### src/rtl/mem_bus_arbiter_pkg.sv
// Shared definitions for the two-master memory-bus arbiter: state encoding,
// master indices, default bus widths and the round-robin grant rule.
package mem_bus_arbiter_pkg;

    typedef enum logic [1:0] {
        IDLE = 2'd0,
        REQ  = 2'd1,
        RESP = 2'd2
    } state_t;

    localparam logic M_IFU = 1'b0;
    localparam logic M_LSU = 1'b1;

    localparam int ADDR_W_DEF = 32;
    localparam int DATA_W_DEF = 32;

    // A lone requester wins; on a tie the master that did not win last time wins.
    function automatic logic pick_master(input logic ifu_req, input logic lsu_req,
                                         input logic last);
        if (ifu_req && lsu_req) begin
            return ~last;
        end else if (lsu_req) begin
            return M_LSU;
        end
        return M_IFU;
    endfunction

endpackage

### src/rtl/mem_bus_arbiter.sv
// Two-master (IFU read-only, LSU read/write) arbiter in front of a single
// memory slave. One transaction in flight; every transaction passes through
// IDLE, so a grant decision is made once per transaction.
module mem_bus_arbiter
    import mem_bus_arbiter_pkg::*;
#(
    parameter int ADDR_W = ADDR_W_DEF,
    parameter int DATA_W = DATA_W_DEF
) (
    input  logic                clk,
    input  logic                rst_n,
    input  logic                m0_req_valid,
    output logic                m0_req_ready,
    input  logic [ADDR_W-1:0]   m0_addr,
    output logic                m0_resp_valid,
    input  logic                m0_resp_ready,
    output logic [DATA_W-1:0]   m0_rdata,
    output logic                m0_err,
    input  logic                m1_req_valid,
    output logic                m1_req_ready,
    input  logic                m1_wen,
    input  logic [ADDR_W-1:0]   m1_addr,
    input  logic [DATA_W-1:0]   m1_wdata,
    input  logic [DATA_W/8-1:0] m1_wmask,
    output logic                m1_resp_valid,
    input  logic                m1_resp_ready,
    output logic [DATA_W-1:0]   m1_rdata,
    output logic                m1_err,
    output logic                s_req_valid,
    input  logic                s_req_ready,
    output logic                s_wen,
    output logic [ADDR_W-1:0]   s_addr,
    output logic [DATA_W-1:0]   s_wdata,
    output logic [DATA_W/8-1:0] s_wmask,
    input  logic                s_resp_valid,
    output logic                s_resp_ready,
    input  logic [DATA_W-1:0]   s_rdata,
    input  logic                s_err,
    output logic                busy
);

    state_t state, state_next;
    logic   grant, grant_next;
    logic   last_grant, last_grant_next;
    logic   req_fire;
    logic   resp_fire;

    // State and grant registers; reset parks on IFU so the LSU wins the first tie.
    always_ff @(posedge clk or negedge rst_n) begin
        if (!rst_n) begin
            state      <= IDLE;
            grant      <= M_IFU;
            last_grant <= M_IFU;
        end else begin
            state      <= state_next;
            grant      <= grant_next;
            last_grant <= last_grant_next;
        end
    end

    // Next state and the request/response mux toward the granted master.
    always_comb begin
        state_next      = state;
        grant_next      = grant;
        last_grant_next = last_grant;
        req_fire        = 1'b0;
        resp_fire       = 1'b0;
        m0_req_ready    = 1'b0;
        m0_resp_valid   = 1'b0;
        m0_rdata        = '0;
        m0_err          = 1'b0;
        m1_req_ready    = 1'b0;
        m1_resp_valid   = 1'b0;
        m1_rdata        = '0;
        m1_err          = 1'b0;
        s_req_valid     = 1'b0;
        s_wen           = 1'b0;
        s_addr          = '0;
        s_wdata         = '0;
        s_wmask         = '0;
        s_resp_ready    = 1'b0;

        unique case (state)
            IDLE: begin
                if (m0_req_valid || m1_req_valid) begin
                    grant_next = pick_master(m0_req_valid, m1_req_valid, last_grant);
                    state_next = REQ;
                end
            end
            REQ: begin
                if (grant == M_LSU) begin
                    s_req_valid  = m1_req_valid;
                    s_wen        = m1_wen;
                    s_addr       = m1_addr;
                    s_wdata      = m1_wdata;
                    s_wmask      = m1_wmask;
                    m1_req_ready = s_req_ready;
                    req_fire     = m1_req_valid && s_req_ready;
                end else begin
                    // IFU never writes: write fields stay at their zero defaults.
                    s_req_valid  = m0_req_valid;
                    s_addr       = m0_addr;
                    m0_req_ready = s_req_ready;
                    req_fire     = m0_req_valid && s_req_ready;
                end
                if (req_fire) begin
                    state_next = RESP;
                end
            end
            RESP: begin
                if (grant == M_LSU) begin
                    m1_resp_valid = s_resp_valid;
                    m1_rdata      = s_rdata;
                    m1_err        = s_err;
                    s_resp_ready  = m1_resp_ready;
                    resp_fire     = s_resp_valid && m1_resp_ready;
                end else begin
                    m0_resp_valid = s_resp_valid;
                    m0_rdata      = s_rdata;
                    m0_err        = s_err;
                    s_resp_ready  = m0_resp_ready;
                    resp_fire     = s_resp_valid && m0_resp_ready;
                end
                if (resp_fire) begin
                    last_grant_next = grant;
                    state_next      = IDLE;
                end
            end
            default: begin
                state_next = IDLE;
            end
        endcase
    end

    assign busy = (state != IDLE);

endmodule
### config.mk
export PLATFORM = sky130hd
export DESIGN_NAME = mem_bus_arbiter
export DESIGN_NICKNAME = d
export VERILOG_FILES = /design/src/rtl/mem_bus_arbiter_pkg.sv /design/src/rtl/mem_bus_arbiter.sv
export SDC_FILE = /design/constraint.sdc
export NUM_CORES = 1
export LEC_CHECK = 0
export CORE_AREA = 3 3 110 112
export CTS_BUF_LIST = sky130_fd_sc_hd__clkbuf_8
export DETAILED_ROUTE_END_ITERATION = 12
export DIE_AREA = 0 0 113 115
export GPL_TIMING_DRIVEN = 0
export PLACE_DENSITY = 0.56
export SYNTH_ARGS = -nofsm -noshare
export SYNTH_HDL_FRONTEND = slang
export SYNTH_SLANG_ARGS = --single-unit
### constraint.sdc
create_clock -name clk -period 3 [get_ports clk]
set_input_delay 0.45 -clock clk [delete_from_list [all_inputs] [get_ports clk]]
set_output_delay 0.45 -clock clk [all_outputs]
set_load 0.03 [all_outputs]
# ---- Word-level counts from Yosys, hierarchy flattened
# Cells that the tools add are included.
dict set report totals {
  reg_bits 4
  inputBits 142
  output_inout_bits 142
  elab_cells 63
}
dict set report classes {
  eq_ne 5
  muxes 43
  n_bitwise 1
  reduce_logical 11
}
# operator count
set ops {}
lappend ops {{two-way mux 32 bit} 8}
lappend ops {{two-way mux 1 bit} 29}
lappend ops {{two-way mux 4 bit} 2}
lappend ops {{two-way mux 2 bit} 3}
lappend ops {{!= test 2 bit, second input constant} 3}
lappend ops {{one-hot mux 2 bit (3 select lines)} 1}
lappend ops {{logical AND 1 bit} 5}
lappend ops {{AND reduction 2 bit} 2}
lappend ops {{AND reduction 3 bit} 1}
lappend ops {{== test 2 x 1 -> 1 bit, second input constant} 1}
lappend ops {{== test 2 bit, second input constant} 1}
lappend ops {{logical NOT 2 bit} 1}
lappend ops {{nonzero test 2 bit} 1}
lappend ops {{logical OR 1 bit} 1}
lappend ops {{NOT 1 bit} 1}

# ---- Logic depth before layout (Yosys ltp)
dict set report logic_depth {
  depth_word 5
  mapped_depth 4
}

# ---- Least setup slack after synthesis
# Ideal clock, no wire load.
dict set report synth_path {
  path_kind {reg2out}
  startpoint {register grant}
  endpoint {output port s_addr[19]}
  arrival_ns 1.244
  required_time_ns 2.550
  setup_slack_ns 1.306
  path_stages_with_launch 5
  path_buffers 2
  path_cell_list {dfrtp_1 -> buf_4 -> buf_2 -> mux2i_1 -> nor2_1}
}
dict set report synth_via {
  elab_chain_len 2
}
# item line
set synth_rtl {}
lappend synth_rtl {{start, declared} mem_bus_arbiter.sv:43} ;# logic grant, grant_next;
lappend synth_rtl {{start signal, assigned} mem_bus_arbiter.sv:56} ;# grant <= grant_next;
lappend synth_rtl {{two-way mux 32 bit} mem_bus_arbiter.sv:91} ;# if (grant == M_LSU) begin
lappend synth_rtl {{two-way mux 32 bit} mem_bus_arbiter.sv:83} ;# unique case (state)
lappend synth_rtl {{end, declared} mem_bus_arbiter.sv:32} ;# output logic [ADDR_W-1:0] s_addr,
# No other way between the ends.

# ---- Worst setup path after layout
dict set report layout_path {
  startpoint {register state[0]}
  endpoint {output port m0_rdata[16]}
}
dict set report layout_via {
  elab_chain_len 2
}
# item line
set layout_rtl {}
lappend layout_rtl {{start, declared} mem_bus_arbiter.sv:42} ;# state_t state, state_next;
lappend layout_rtl {{start signal, assigned} mem_bus_arbiter.sv:55} ;# state <= state_next;
lappend layout_rtl {{== test 2 bit} mem_bus_arbiter.sv:83}
lappend layout_rtl {{two-way mux 32 bit} mem_bus_arbiter.sv:83}
lappend layout_rtl {{end, declared} mem_bus_arbiter.sv:17} ;# output logic [DATA_W-1:0] m0_rdata,
# No other way between the ends.

==> flow_metrics.py <==
metrics = {
    "status": {
        "status": "finished clean",
    },
    "logic_synthesis": {
        "yosysTopAreaCellShare": 0.294,
        "synth_edf_count": 0,
        "synth_area_um2": 1530,
        "syn_nets": 365,
        "ys.flop_type": "dfrtp_1",
        "ys_top_cells_by_area": "and3_1 29%, mux2i_1 21%, and2_1 15%",
        "ys.warnings.count": 0,
        "synth.avg_cell_area_um2": 6.87,
        "ys_ff_latch": 4,
        "synthCells": 223,
        "yosysMostFrequentCell": "and3_1",
        "synthArstFlopShare": 1.00,
        "synth_top_cell_by_area": "and3_1",
        "seq_area_frac_synth": 0.0654,
        "yosys-top-cells-count": "72 x and3_1, 36 x and2_1, 35 x nor2_1",
        "ys_types": 24,
    },
    "floorplanning": {
        "coreArea_um2": 11300,
        "rows": 39,
        "fp.dieH_um": 115,
        "io_pins": 284,
        "dieArea_um2": 13000,
        "initial_core_util": 0.135,
        "fp.dieW_um": 113,
    },
    "drt": {
        "vias": 2627,
        "wirelength_mm": 10.2,
        "ant_nets": 0,
        "drc": 0,
        "wl_per_cell_um": 15.7,
        "dr.pass1.iters": 4,
        "drtIter0Drc": 79,
        "via_per_inst": 4.03,
    },
    "pwr": {
        "power_density_nw_per_um2": 765,
        "total_power_uw": 3510,
        "ir_worst_vdd_mv": 0.351,
        "leakagePower_uw": 0.00208,
    },
    "critical_path": {
        "crit_chain": "nor2b_4, and2b_4, buf_6, and2_1, clkdlybuf4s50_1",
        "path_buf_inv": 2,
        "cp-start-kind": "flip-flop",
        "slowest_stage": "clkdlybuf4s50_1",
        "critical_path.max_fanout": 10,
        "reg2regPathDepth": 4,
        "critPathKind": "flip-flop to primary output",
        "crit_family": "buffers and inverters",
        "cp-end-kind": "primary output",
        "rrSetupSlack_ps": 1750,
        "critical_path_depth": 5,
        "r2r-start": "grant",
        "cp.required_ps": 2550,
        "arrival_ps": 2060,
        "worstReg2RegEnd": "state[1]",
        "cp_slowest_stage_delay_ps": 690,
    },
    "sta": {
        "rsz0062_at_grt": "false",
        "drv_slew": 0,
        "finalCritPeriodShare": 0.836,
        "slew_headroom": 0.731,
        "skew_ps": 1.78,
        "fmax_ghz": 0.399,
        "timing.setup.tns_ps": 0,
        "hold_viol_final": 0,
        "min_period_ps": 2510,
        "setup_viol": 0,
        "worstMarginPinSlew_ps": 403,
    },
    "placement": {
        "gp_congestion": 0.830,
        "placed_area_um2": 4540,
        "io_buffers": 283,
        "post-dp-hpwl_mm": 9.00,
    },
    "clocking": {
        "cts_buffers": 3,
        "ctsHtreeMaxLevel": 1,
        "cts_hold_repair.buffers": 0,
        "cts_resized": 0,
        "cts.sinks": 4,
        "clock_path_buffers": 2,
        "cts_tree": "built",
        "clk_pin_slew_ps": 30,
        "cts_root_buf": "clkbuf_8",
        "post_cts_buffers": 0,
        "insertion_delay_ps": 220,
    },
    "finish": {
        "synthToLayoutAreaGrowth_pct": 199,
        "layout-drive-gt1-share": 0.0511,
        "antenna_cells": 0,
        "final_area_um2": 4580,
        "nets": 653,
    },
    "global_routing": {
        "grt_max_degree": 11,
        "grt_usage": 0.141,
        "antenna_found_initial": 0,
        "grt-ovfl-total": 0,
        "grt_pass1_wl_mm": 14.8,
        "grt_pass1_vias": 2620,
    },
    "min_path": {
        "min_path_type": "input pin to asynchronous set/reset pin",
    },
    "job": {
        "max-cap-violations": 0,
    },
}
==> layout make-up <==
| cell class | instances | area, um^2 |
|---|---|---|
| clock buffers | 3 | 41.3 |
| flip-flops and latches | 4 | 100 |
| plain buffers | 26 | 173 |
| well taps | 143 | 179 |
| inverters | 1 | 3.75 |
| repair buffers | 283 | 2830 |
| multi-input cells | 192 | 1250 |
| fillers | 1185 | 6740 |
==> cells in the final DEF (no fill, tap or decap), drive strengths merged, types with 4 or more instances in the layout <==
| cell | n |
|---|---|
| and2 | 36 |
| and3 | 72 |
| buf | 20 |
| clkbuf | 9 |
| clkdlybuf4s50 | 283 |
| dfrtp | 4 |
| mux2i | 32 |
| nor2 | 35 |
==> through the flow <==
step            util  hold WS [ps]  worst slack [ps]  instances
2_1_floorplan      -           154              1310        223
4_1_cts        0.405           446               454        652
3_5_place_dp   0.401           511               539        649
6_report       0.405           445               492        652
3_3_place_gp   0.401           491               538        649
5_1_grt        0.405           458               361        652
==> cell families (layout without fill, tap and decap cells) <==
family	count (synthesis)	count (layout)	share of synthesized area
buffers and inverters	27	313	0.115
AOI/OAI and AO/OA	8	8	0.0376
muxes	33	33	0.217
DFF	4	4	0.0654
and+or+nand+nor	151	151	0.565
==> registers in the layout, summed over array words and instances, names as in the netlist <==
register,cells
grant,1
state,2
last_grant,1
==> worst max-delay path by stage <==
stage,from,end,slack [ps]
after floorplan,grant,s_addr[19],1310
after global placement,m1_req_valid,s_req_valid,540
after detailed placement,m1_req_valid,s_req_valid,540
after CTS,grant,m1_rdata[3],450
after global routing,grant,m1_rdata[5],360
final,state[0],m0_rdata[16],490
==> layer usage <==
metal	share of wire	track usage
met3	0.072	0.0332
met5	0	0
met2	0.55	0.264
met1	0.38	0.169
met4	0.0037	0.0128
==> power breakdown <==
part | internal (uW) | leakage [uW] | switching [uW] | total [uW]
Combinational | 1420 | 0.00201 | 1870 | 3290
Sequential | 75.3 | 0.0000491 | 26.9 | 102
Clock | 85.4 | 0.0000216 | 26.8 | 112
Power figures use the tool's default switching activity.
